## src/rtl/zimbo_run_monitor.sv

```systemverilog
// Run monitor for a small core: counts run cycles and memory writes between
// start and a halt opcode, with an optional cycle-limit watchdog.
module zimbo_run_monitor #(
    parameter int unsigned         OPW        = 5,
    parameter logic [OPW-1:0]      HALT_OP    = {OPW{1'b1}},
    parameter int unsigned         CNTW       = 32,
    parameter int unsigned         TIMEOUT    = 0,
    parameter bit                  AUTO_START = 1'b1
) (
    input  logic            clock,
    input  logic            reset_n,
    input  logic [OPW-1:0]  opcode,
    input  logic            memwr_en,
    input  logic            start,
    input  logic            clear,
    output logic [CNTW-1:0] cycle_count,
    output logic [CNTW-1:0] wr_count,
    output logic            busy,
    output logic            halted,
    output logic            timed_out,
    output logic            done
);

    typedef enum logic [1:0] {
        IDLE     = 2'd0,
        RUN      = 2'd1,
        HALTED   = 2'd2,
        TIMEDOUT = 2'd3
    } state_e;

    // One extra bit so the limit compare cannot wrap at the top of the range.
    localparam logic [CNTW:0]   TIMEOUT_EXT = (CNTW+1)'(TIMEOUT);
    localparam logic [CNTW-1:0] CNT_MAX     = {CNTW{1'b1}};

    state_e          state_q, state_d;
    logic [CNTW-1:0] cyc_q, cyc_d;
    logic [CNTW-1:0] wr_q, wr_d;
    logic            done_q, done_d;

    logic isHalt;
    logic hitLimit;

    assign isHalt   = (opcode == HALT_OP);
    assign hitLimit = (TIMEOUT != 0) && (({1'b0, cyc_q} + 1'b1) == TIMEOUT_EXT);

    always_ff @(posedge clock or negedge reset_n) begin
        if (!reset_n) begin
            state_q <= IDLE;
            cyc_q   <= '0;
            wr_q    <= '0;
            done_q  <= 1'b0;
        end else begin
            state_q <= state_d;
            cyc_q   <= cyc_d;
            wr_q    <= wr_d;
            done_q  <= done_d;
        end
    end

    // clear overrides everything; halt beats the timeout on the same edge.
    always_comb begin
        state_d = state_q;
        cyc_d   = cyc_q;
        wr_d    = wr_q;
        done_d  = 1'b0;

        if (clear) begin
            state_d = IDLE;
            cyc_d   = '0;
            wr_d    = '0;
        end else begin
            case (state_q)
                IDLE: begin
                    if (AUTO_START || start) begin
                        state_d = RUN;
                    end
                end
                RUN: begin
                    if (memwr_en && (wr_q != CNT_MAX)) begin
                        wr_d = wr_q + 1'b1;
                    end
                    if (isHalt) begin
                        state_d = HALTED;
                        done_d  = 1'b1;
                    end else if (hitLimit) begin
                        state_d = TIMEDOUT;
                        cyc_d   = TIMEOUT_EXT[CNTW-1:0];
                        done_d  = 1'b1;
                    end else if (cyc_q != CNT_MAX) begin
                        cyc_d = cyc_q + 1'b1;
                    end
                end
                HALTED:   state_d = HALTED;
                TIMEDOUT: state_d = TIMEDOUT;
                default:  state_d = IDLE;
            endcase
        end
    end

    assign cycle_count = cyc_q;
    assign wr_count    = wr_q;
    assign busy        = (state_q == RUN);
    assign halted      = (state_q == HALTED);
    assign timed_out   = (state_q == TIMEDOUT);
    assign done        = done_q;

endmodule

```

## config.mk

```make
export PLATFORM = sky130hd
export DESIGN_NAME = zimbo_run_monitor
export DESIGN_NICKNAME = d
export VERILOG_FILES = /design/src/rtl/zimbo_run_monitor.sv
export SDC_FILE = /design/constraint.sdc
export NUM_CORES = 1
export LEC_CHECK = 0
export ABC_CLOCK_PERIOD_IN_PS = 2100
export BUFFER_PORTS_ARGS = -buffer_cell sky130_fd_sc_hd__buf_2
export CAP_MARGIN = 25
export CELL_PAD_IN_SITES_DETAIL_PLACEMENT = 2
export CELL_PAD_IN_SITES_GLOBAL_PLACEMENT = 2
export CORE_MARGIN = 4
export CORE_UTILIZATION = 30
export CTS_CLUSTER_DIAMETER = 30
export CTS_CLUSTER_SIZE = 14
export DETAILED_ROUTE_END_ITERATION = 8
export PLACE_DENSITY_LB_ADDON = 0.1
export SYNTH_ARGS = -nofsm -noshare
export SYNTH_HDL_FRONTEND = slang
export SYNTH_SLANG_ARGS = --single-unit
export TNS_END_PERCENT = 1
```

## constraint.sdc

```tcl
create_clock -name clock -period 2.1 [get_ports clock]
set_input_delay 0.21 -clock clock [delete_from_list [all_inputs] [get_ports clock]]
set_output_delay 0.21 -clock clock [all_outputs]
set_load 0.05 [all_outputs]
```

# Word level (Yosys, flattened, before mapping)
# Cells that the tools add are included.
# W data, S select, Z words.
# word_totals
register_bits,67
elab_cells,34
mem_bits_ro,0
latch_bits,0
memories,0
ram_bits,0
# op_classes
eq_ne,8
n_lt_le_gt_ge,0
n_reduce_logical,7
n_bitwise,0
addsub,2
shifts,0
n_div,0
muxes,13
n_mul,0
# ops
op,count
$mux W32,7
$add A32 B1 Y32 const B,2
$ne A32 B32 Y1 const B,2
$pmux W2 S4,1
$reduce_bool A2 Y1,3
$eq A5 B5 Y1 const B,1
$eq A2 B2 Y1 const B,2
$mux W2,2
$mux W1,3
$ne A3 B2 Y1 const B,1
$reduce_and A3 Y1,1
$eq A2 B1 Y1 const B,1
$logic_not A2 Y1,1
$ne A2 B2 Y1 const B,1
$reduce_and A2 Y1,1
$logic_and A1 B1 Y1,1

# Depth between registers and ports, before layout
# Gate-level depths: netlist of run 1.
# logic_depth
word_depth,5
ltp_mapped,8
depth_no_buf,7

# Least setup slack after synthesis of run 1
# No wires, ideal clock.
# synth_timing
path_kind,reg2reg
from,"register cyc_q[0], in the netlist cycle_count[0]"
to,"register cyc_q[1], in the netlist cycle_count[1]"
n_path_buf,2
arrival_ps,2352
stages_incl_launch_ff,9
setup_slack_ps,-384
period_less_slack_ps,2484
required_time_ps,1968
cell_sequence,dfrtp_1 ha_1 nand3_1 or3b_1 o31ai_1 buf_2 buf_4 mux2i_1 nor2_1
# synth_between
elab_chain_cells,5
# synth_lines
element,line,text
start: declaration,36,"logic [CNTW-1:0] cyc_q, cyc_d;"
start signal: assignment,54,cyc_q <= cyc_d;
$add A32 B1 Y32,90,cyc_d = cyc_q + 1'b1;
$mux W32,89,end else if (cyc_q != CNT_MAX) begin
$mux W32,82,if (isHalt) begin
$mux W32,72,case (state_q)
$mux W32,67,if (clear) begin
# Parallel ways exist; a longest one is shown, timed or not. The select of a mux whose other input is x is not followed.
# A chain may end at the register's enable or synchronous reset.

# Worst setup path in the final report of run 1
# layout_timing
from,"register cyc_q[1], in the netlist cycle_count[1]"
to,"register cyc_q[19], in the netlist cycle_count[19]"
# Same word-level chain as after synthesis.

==> metrics.md, run 1 <==
| Metric | Value |
|---|---|
| Run status | completed |
| RSZ-0062 raised after global routing | yes |
| Final nets | 571 |
| Hpwl dp | 9.75 mm |
| Hold Violations, Final | 0 |
| Final wirelength | 13.6 mm |
| Final Cycle Share | 99.3% |
| Ports | 78 |
| Clock Pin Slew Worst Setup and Hold Paths | 0.06 ns |
| Hold WC Path Type | input pin to flop |
| Switch share | 31.0% |
| Clock Power Share | 41.8% |
| Fmax | 480 MHz |
| Largest net degree at the start of global routing | 68 |
| Initial Util | 31.3% |
| Gp weighted congestion | 0.787 |
| Pwr Density | 679 nW/um^2 |
| Core area | 12,200 um^2 |
| Global Route Usage Sum | 19.0% |
| WS Path Type | flop to flop |
| Post-Syn Instances | 417 |
| ANT cells | 0 |
| DR WL/cell | 18.7 um |
| Max Slew Vio Count | 0 |
| EDFF count, synth | 0 |
| Clk_skew | 0.00673 ns |
| Min cycle time layout | 2.08 ns |
| Pint | 2510 uW |
| CP Launch Type | flop |
| Critical Path AT | 2.29 ns |
| Routed Antenna Nets | 0 |
| Syn_nets | 433 |
| Final Setup Violations | 0 |
| Top cell type's share of synthesized area | 43.9% |
| # rows | 40 |
| DP Worst Slack | -0.0610 ns |
| Worst hold margin | 0.157 ns |
| Sequential Power Share | 37.5% |
| Layout area overhead | 40.6% |
| Max FO, Critical Path | 6 |
| Rel. slew slack | 60.2% |
| Syn_area_per_cell | 9.15 um^2 |
| Area contributors post-synth | dfrtp_1, or3_1, a21oi_1, nand4_1, nand3_1 |
| Drt pass-1 iters | 4 |
| Grt total ovfl | 0 |
| Cell area after synthesis | 3820 um^2 |
| Reg area | 1730 um^2 |
| Clk_lat worst skew | 0.33 ns |
| Seq/Total Area, Yosys | 43.9% |
| Max-Cap Viols | 0 |
| Max IR drop VDD | 261 uV |
| Vias in the first global route | 4,313 |
| Drt via density | 5.37 |
| Worst Path Required | 2.31 ns |
| Die width | 121 um |
| Worst slew pin tran | 0.597 ns |
| CTS buffer count | 9 |
| H-tree level count | 3 |
| Net Sw Power | 1130 uW |
| CTS max path bufs | 2 |
| Routed vias | 3,910 |
| Top-count cell post-synth | dfrtp_1 |
| Die Span Y | 121 um |
| Residual DRC | 0 |
| Die area | 14,600 um^2 |
| FF+latch count, synth | 67 |
| Leading area contributor after synthesis | dfrtp_1 |
| Top post-synthesis cells by count | dfrtp_1, a21oi_1, or3_1 |
| Multi-input gate area | 2120 um^2 |
| Post-synth ARST share | 100% |
| Main flop type after synthesis | dfrtp_1 |
| DP Cell Count | 703 |
| First-pass GRT wire length | 22.3 mm |
| Port Buffers | 76 |
| Setup ws final | 0.0156 ns |
| Antenna violations before repair | 0 |
| Synth warn | 0 |
| CTS root buf | clkbuf_16 |
| Clock Sinks | 67 |
| 1st-iter DRT viols | 105 |
| FILL cells | 1,364 |
| Layout cells sized above 1 | 44.3% |
| CTS tree | done |
| Post-synthesis cell type count | 48 |
| Leak Pwr | 0.00229 uW |
| Fin cells | 728 |
| Comb pwr share | 20.7% |
| Crit. End Element | flop |
-- critical path, stage by stage (launching register included) --
cell     delay, ns
dfrtp_2       0.38
ha_4          0.14
nand3_2       0.11
or3b_4        0.45
o31ai_4       0.32
buf_6         0.18
nor4_2        0.04
mux2_1        0.32
-- layer usage --
metal | track usage, % | up-vias | wire length (um)
met5 | 0 | - | 0
met4 | 5.52 | 0 | 189
met3 | 2.71 | 13 | 302
met2 | 35.4 | 47 | 7300
met1 | 22.4 | 2014 | 5800
li1 | - | 1836 | -
-- registers in the layout, summed over array words and instances, names as in the netlist --
name         flops
cycle_count     32
done             1
wr_count        32
state_q          2
-- logic make-up (layout without fill, tap and decap cells) --
| group | count (synthesis) | after routing | synth area share, % |
|---|---|---|---|
| adders and majority gates | 6 | 6 | 1.97 |
| and+or+nand+nor | 194 | 194 | 29.7 |
| buffers and inverters | 32 | 175 | 3.80 |
| DFF | 67 | 67 | 43.9 |
| AOI/OAI and AO/OA | 100 | 100 | 15.9 |
| muxes | 9 | 9 | 2.62 |
| xor gates and xnor gates | 9 | 9 | 2.07 |
-- layout make-up --
class                      instances  area share, %
clock inverter                     3          0.373
tap                              168           3.92
clock buffer                      13           5.22
multi-input combinational        318           39.4
timing repair buffer             147           18.0
sequential                        67           32.2
inverter                          12          0.839
-- power groups by stage --
stage,sequential (uW),combinational [uW],clock [uW]
6_report,1370,754,1520
3_5_place_dp,1390,709,0
5_1_grt,1370,826,1620
4_1_cts,1370,722,1550
2_1_floorplan,1460,386,0
3_3_place_gp,1390,686,0
-- final timing paths --
kind / startpoint / endpoint / slack [ns] / depth (start not counted)
max reg2reg: cycle_count[1] / cycle_count[19] / 0.02 / 7
max in group asynchronous: reset_n / wr_count[13] / 1.32 / 3
min reg2reg: wr_count[31] / wr_count[31] / 0.57 / 2
min in group asynchronous: reset_n / cycle_count[18] / 0.43 / 3
min: opcode[0] / done / 0.16 / 3
max: cycle_count[1] / cycle_count[19] / 0.02 / 7
-- timing repair --
item                                    in CTS  in global routing
pin swaps                                    1                 13
buffers inserted                             0                  8
hold buffers                                 1                  0
endpoints found under the setup margin       5                 23
gates resized for setup                      2                 22
hold endpoints to repair                    67                  0
-- through the flow --
stage	cell area (um^2)	utilization (%)	power [uW]	TNS (ns)
3_3_place_gp	4900	40.1	2070	0
2_1_floorplan	3910	-	1850	-1.84
5_1_grt	5370	43.9	3820	-0.407
6_report	5370	43.9	3640	0
4_1_cts	5220	42.7	3640	-0.00694
3_5_place_dp	4900	40.1	2100	-0.0610
-- cell usage in the layout, fill, tap and decap left out, types with 5 or more instances in the layout --
cell type	instances
or3_1	32
a21oi_2	11
nor4_1	5
nand4_1	23
and4_1	6
mux2_1	5
dfrtp_2	43
buf_2	76
buf_6	6
o21ai_1	20
a21oi_1	33
and3_1	9
inv_1	12
nor2b_1	6
o21ai_0	13
nand3_1	24
clkbuf_16	9
nor2_1	29
or4_1	9
dfrtp_1	24
xor2_1	8
o31ai_1	10
nand2_1	20
buf_4	62
(Power assumes the default switching activity.)
==> run 2, diff against run 1 <==
--- a/config.mk
+++ b/config.mk
@@ -10,6 +10,7 @@
 export CAP_MARGIN = 25
 export CELL_PAD_IN_SITES_DETAIL_PLACEMENT = 2
 export CELL_PAD_IN_SITES_GLOBAL_PLACEMENT = 2
+export CORE_ASPECT_RATIO = 1.75
 export CORE_MARGIN = 4
 export CORE_UTILIZATION = 30
 export CTS_CLUSTER_DIAMETER = 30
==> metrics.md, run 2 (synthesized netlist as in run 1, its figures left out) <==
| Metric | Value |
|---|---|
| DR WL/cell | 19.3 um (+3.3%) |
| Final Cycle Share | 100% (+0.96 points) |
| FILL cells | 1,406 (+3.1%) |
| Grt total ovfl | 0 (unchanged) |
| Pint | 2410 uW (-4.2%) |
| WP buf/inv | 2 (+1) |
| H-tree level count | 3 (unchanged) |
| Net Sw Power | 1120 uW (-0.51%) |
| Layout area overhead | 37.2% |
| Clk_skew | 0.00601 ns (-0.000724 ns) |
| Fmax | 475 MHz (-0.95%) |
| Final Setup Violations | 1 (+1) |
| Rel. slew slack | 54.6% (-5.6 points) |
| Run status | finished with violations |
| Antenna violations before repair | 0 (unchanged) |
| Die Span Y | 157 um (+30%) |
| Worst slew pin tran | 0.681 ns (+0.0838 ns) |
| Critical Path AT | 2.31 ns (+0.02 ns) |
| Pwr Density | 674 nW/um^2 (-0.67%) |
| CTS buffer count | 9 (unchanged) |
| Vias in the first global route | 4,240 (-1.7%) |
| Core area | 12,500 um^2 (+2.4%) |
| Multi-input gate area | 2100 um^2 (-0.95%) |
| Fin area | 5240 um^2 (-2.4%) |
| Largest net degree at the start of global routing | 68 (unchanged) |
| Clock Power Share | 39.5% (-2.3 points) |
| Switch share | 31.8% (+0.81 points) |
| Drt pass-1 iters | 4 (unchanged) |
| Port Buffers | 76 (unchanged) |
| Worst Reg-to-Reg Cells | 7 (unchanged) |
| Initial Util | 30.5% (-0.72 points) |
| Crit. End Element | flop |
| Ports | 78 (unchanged) |
| 1st-iter DRT viols | 85 (-19%) |
| CP top delay family | simple AND/OR/NAND/NOR gates |
| First-pass GRT wire length | 22.1 mm (-1.0%) |
| Die width | 93.3 um (-23%) |
| Crit-path most repeated cell | buf_12 |
| Hold path depth | 3 (unchanged) |
| Global Route Usage Sum | 19.2% (+0.20 points) |
| Max Slew Vio Count | 0 (unchanged) |
| Clock Sinks | 67 (unchanged) |
| Most common cell after layout, fill and taps aside | buf_2 |
| Max-Cap Viols | 0 (unchanged) |
| Most frequent cells in the layout | buf_2, buf_4, dfrtp_2, a21oi_1, or3_1 |
| Crit-path max cell delay | 0.54 ns (+0.09 ns) |
| CTS tree | done |
| Routed vias | 3,867 (-1.1%) |
| Slowest cell on crit path | or4_4 |
| Residual DRC | 0 (unchanged) |
| Critical Path Stages | 7 (unchanged) |
| Clock Pin Slew Worst Setup and Hold Paths | 0.06 ns (about the same) |
| DP Worst Slack | -0.0450 ns (+0.0161 ns) |
| Gp weighted congestion | 0.843 (+7.1%) |
| Tot Pwr | 3530 uW (-3.1%) |
| Routed Antenna Nets | 0 (unchanged) |
| CTS root buf | clkbuf_16 |
| Drt via density | 5.42 (+0.84%) |
| CTS max path bufs | 2 (unchanged) |
| Hold Violations, Final | 0 (unchanged) |
| Worst Path Required | 2.31 ns (about the same) |
| Min cycle time layout | 2.10 ns (+0.0201 ns) |
| Critical Path, Cell by Cell | nand4_1 > or4_4 > o31ai_4 > buf_12 > buf_12 > mux2i_1 > nor2_1 |
| Failing checks | setup timing |
| Max FO, Critical Path | 28 (+22) |
| Placed inst area | 4890 um^2 (about the same) |
| Final nets | 558 (-2.3%) |
| Die area | 14,700 um^2 (+0.48%) |
| Sequential Power Share | 39.0% (+1.5 points) |
| Max IR drop VDD | 366 uV (+40%) |
| Comb pwr share | 21.4% (+0.7 points) |
| Leak Pwr | 0.00221 uW (-3.1%) |
| # rows | 54 (+35%) |
| Hpwl dp | 10.3 mm (+5.4%) |
| Hold WC Path Type | input pin to flop |
| Clk_lat worst skew | 0.33 ns (about the same) |
| CP Launch Type | flop |
| Layout cells sized above 1 | 41.2% (-3.1 points) |
| Reg area | 1730 um^2 (unchanged) |
| WS Path Type | flop to flop |
| ANT cells | 0 (unchanged) |
| Final wirelength | 13.8 mm (+1.3%) |
| RSZ-0062 raised after global routing | yes |
| Setup ws final | -0.00451 ns (-0.0201 ns) |
| Setup_tns | -0.00451 ns (-0.00451 ns) |
run 2: cell count changes in the layout (fill, tap and decap cells not counted), sizes merged:
cell / delta
clkinvlp: -2
clkinv: +2
clkbuf: -1
buf: -13
run 2: metal layers:
metal  up-vias  GRT usage [%]  wire (um)
met2        57           39.5       8280
met5         -              0          0
met1      1986           18.8       4900
met3        13           3.25        378
li1       1811              -          -
met4         0           5.45        211
run 2: final timing paths:
check | slack, ns | startpoint | to
max reg2reg | -0.005 | cycle_count[18] | cycle_count[1]
max in group asynchronous | 1.33 | reset_n | cycle_count[3]
min in group asynchronous | 0.42 | reset_n | cycle_count[16]
max | -0.005 | cycle_count[18] | cycle_count[1]
min | 0.17 | opcode[0] | done
min reg2reg | 0.57 | cycle_count[31] | cycle_count[31]
run 2: metrics by stage:
| step | hold slack [ns] | cells | util [%] |
|---|---|---|---|
| 2_1_floorplan | -0.0856 | 417 | - |
| 3_3_place_gp | 0.277 | 696 | 39.2 |
| 3_5_place_dp | 0.273 | 696 | 39.2 |
| 4_1_cts | 0.167 | 712 | 41.5 |
| 5_1_grt | 0.176 | 714 | 41.9 |
| 6_report | 0.172 | 714 | 41.9 |
run 2: power groups by stage:
| stage | combinational, uW | sequential (uW) | clock, uW |
|---|---|---|---|
| finish | 758 | 1380 | 1400 |
| global route | 821 | 1380 | 1480 |
| CTS | 770 | 1380 | 1430 |
| detailed placement | 748 | 1400 | 0 |
| global placement | 719 | 1390 | 0 |
| floorplan | 386 | 1460 | 0 |
run 2: area by class of cell:
type                            count  share of cell area (%)
Clock inverter                      3                   0.287
Timing Repair Buffer              134                    17.1
Sequential cell                    67                    33.0
Multi-Input combinational cell    318                    40.0
Inverter                           12                   0.860
Tap cell                          168                    4.01
Clock buffer                       12                    4.71
run 2: what timing repair did:
item | CTS | global route
pin swaps | 0 | 4
endpoints found under the hold margin | 67 | 0
buffers inserted | 0 | 2
endpoints found under the setup margin | 10 | 38
hold buffers | 1 | 0
resized for setup | 4 | 8
run 2: worst reg2reg max path: cells and delay by family (launching register included):
kind | cells | cell delay (ns)
buffers and inverters | 2 | 0.34
AO/OA/AOI/OAI | 1 | 0.31
AND/OR/NAND/NOR | 3 | 0.75
multiplexers | 1 | 0.21
flip-flops | 1 | 0.38
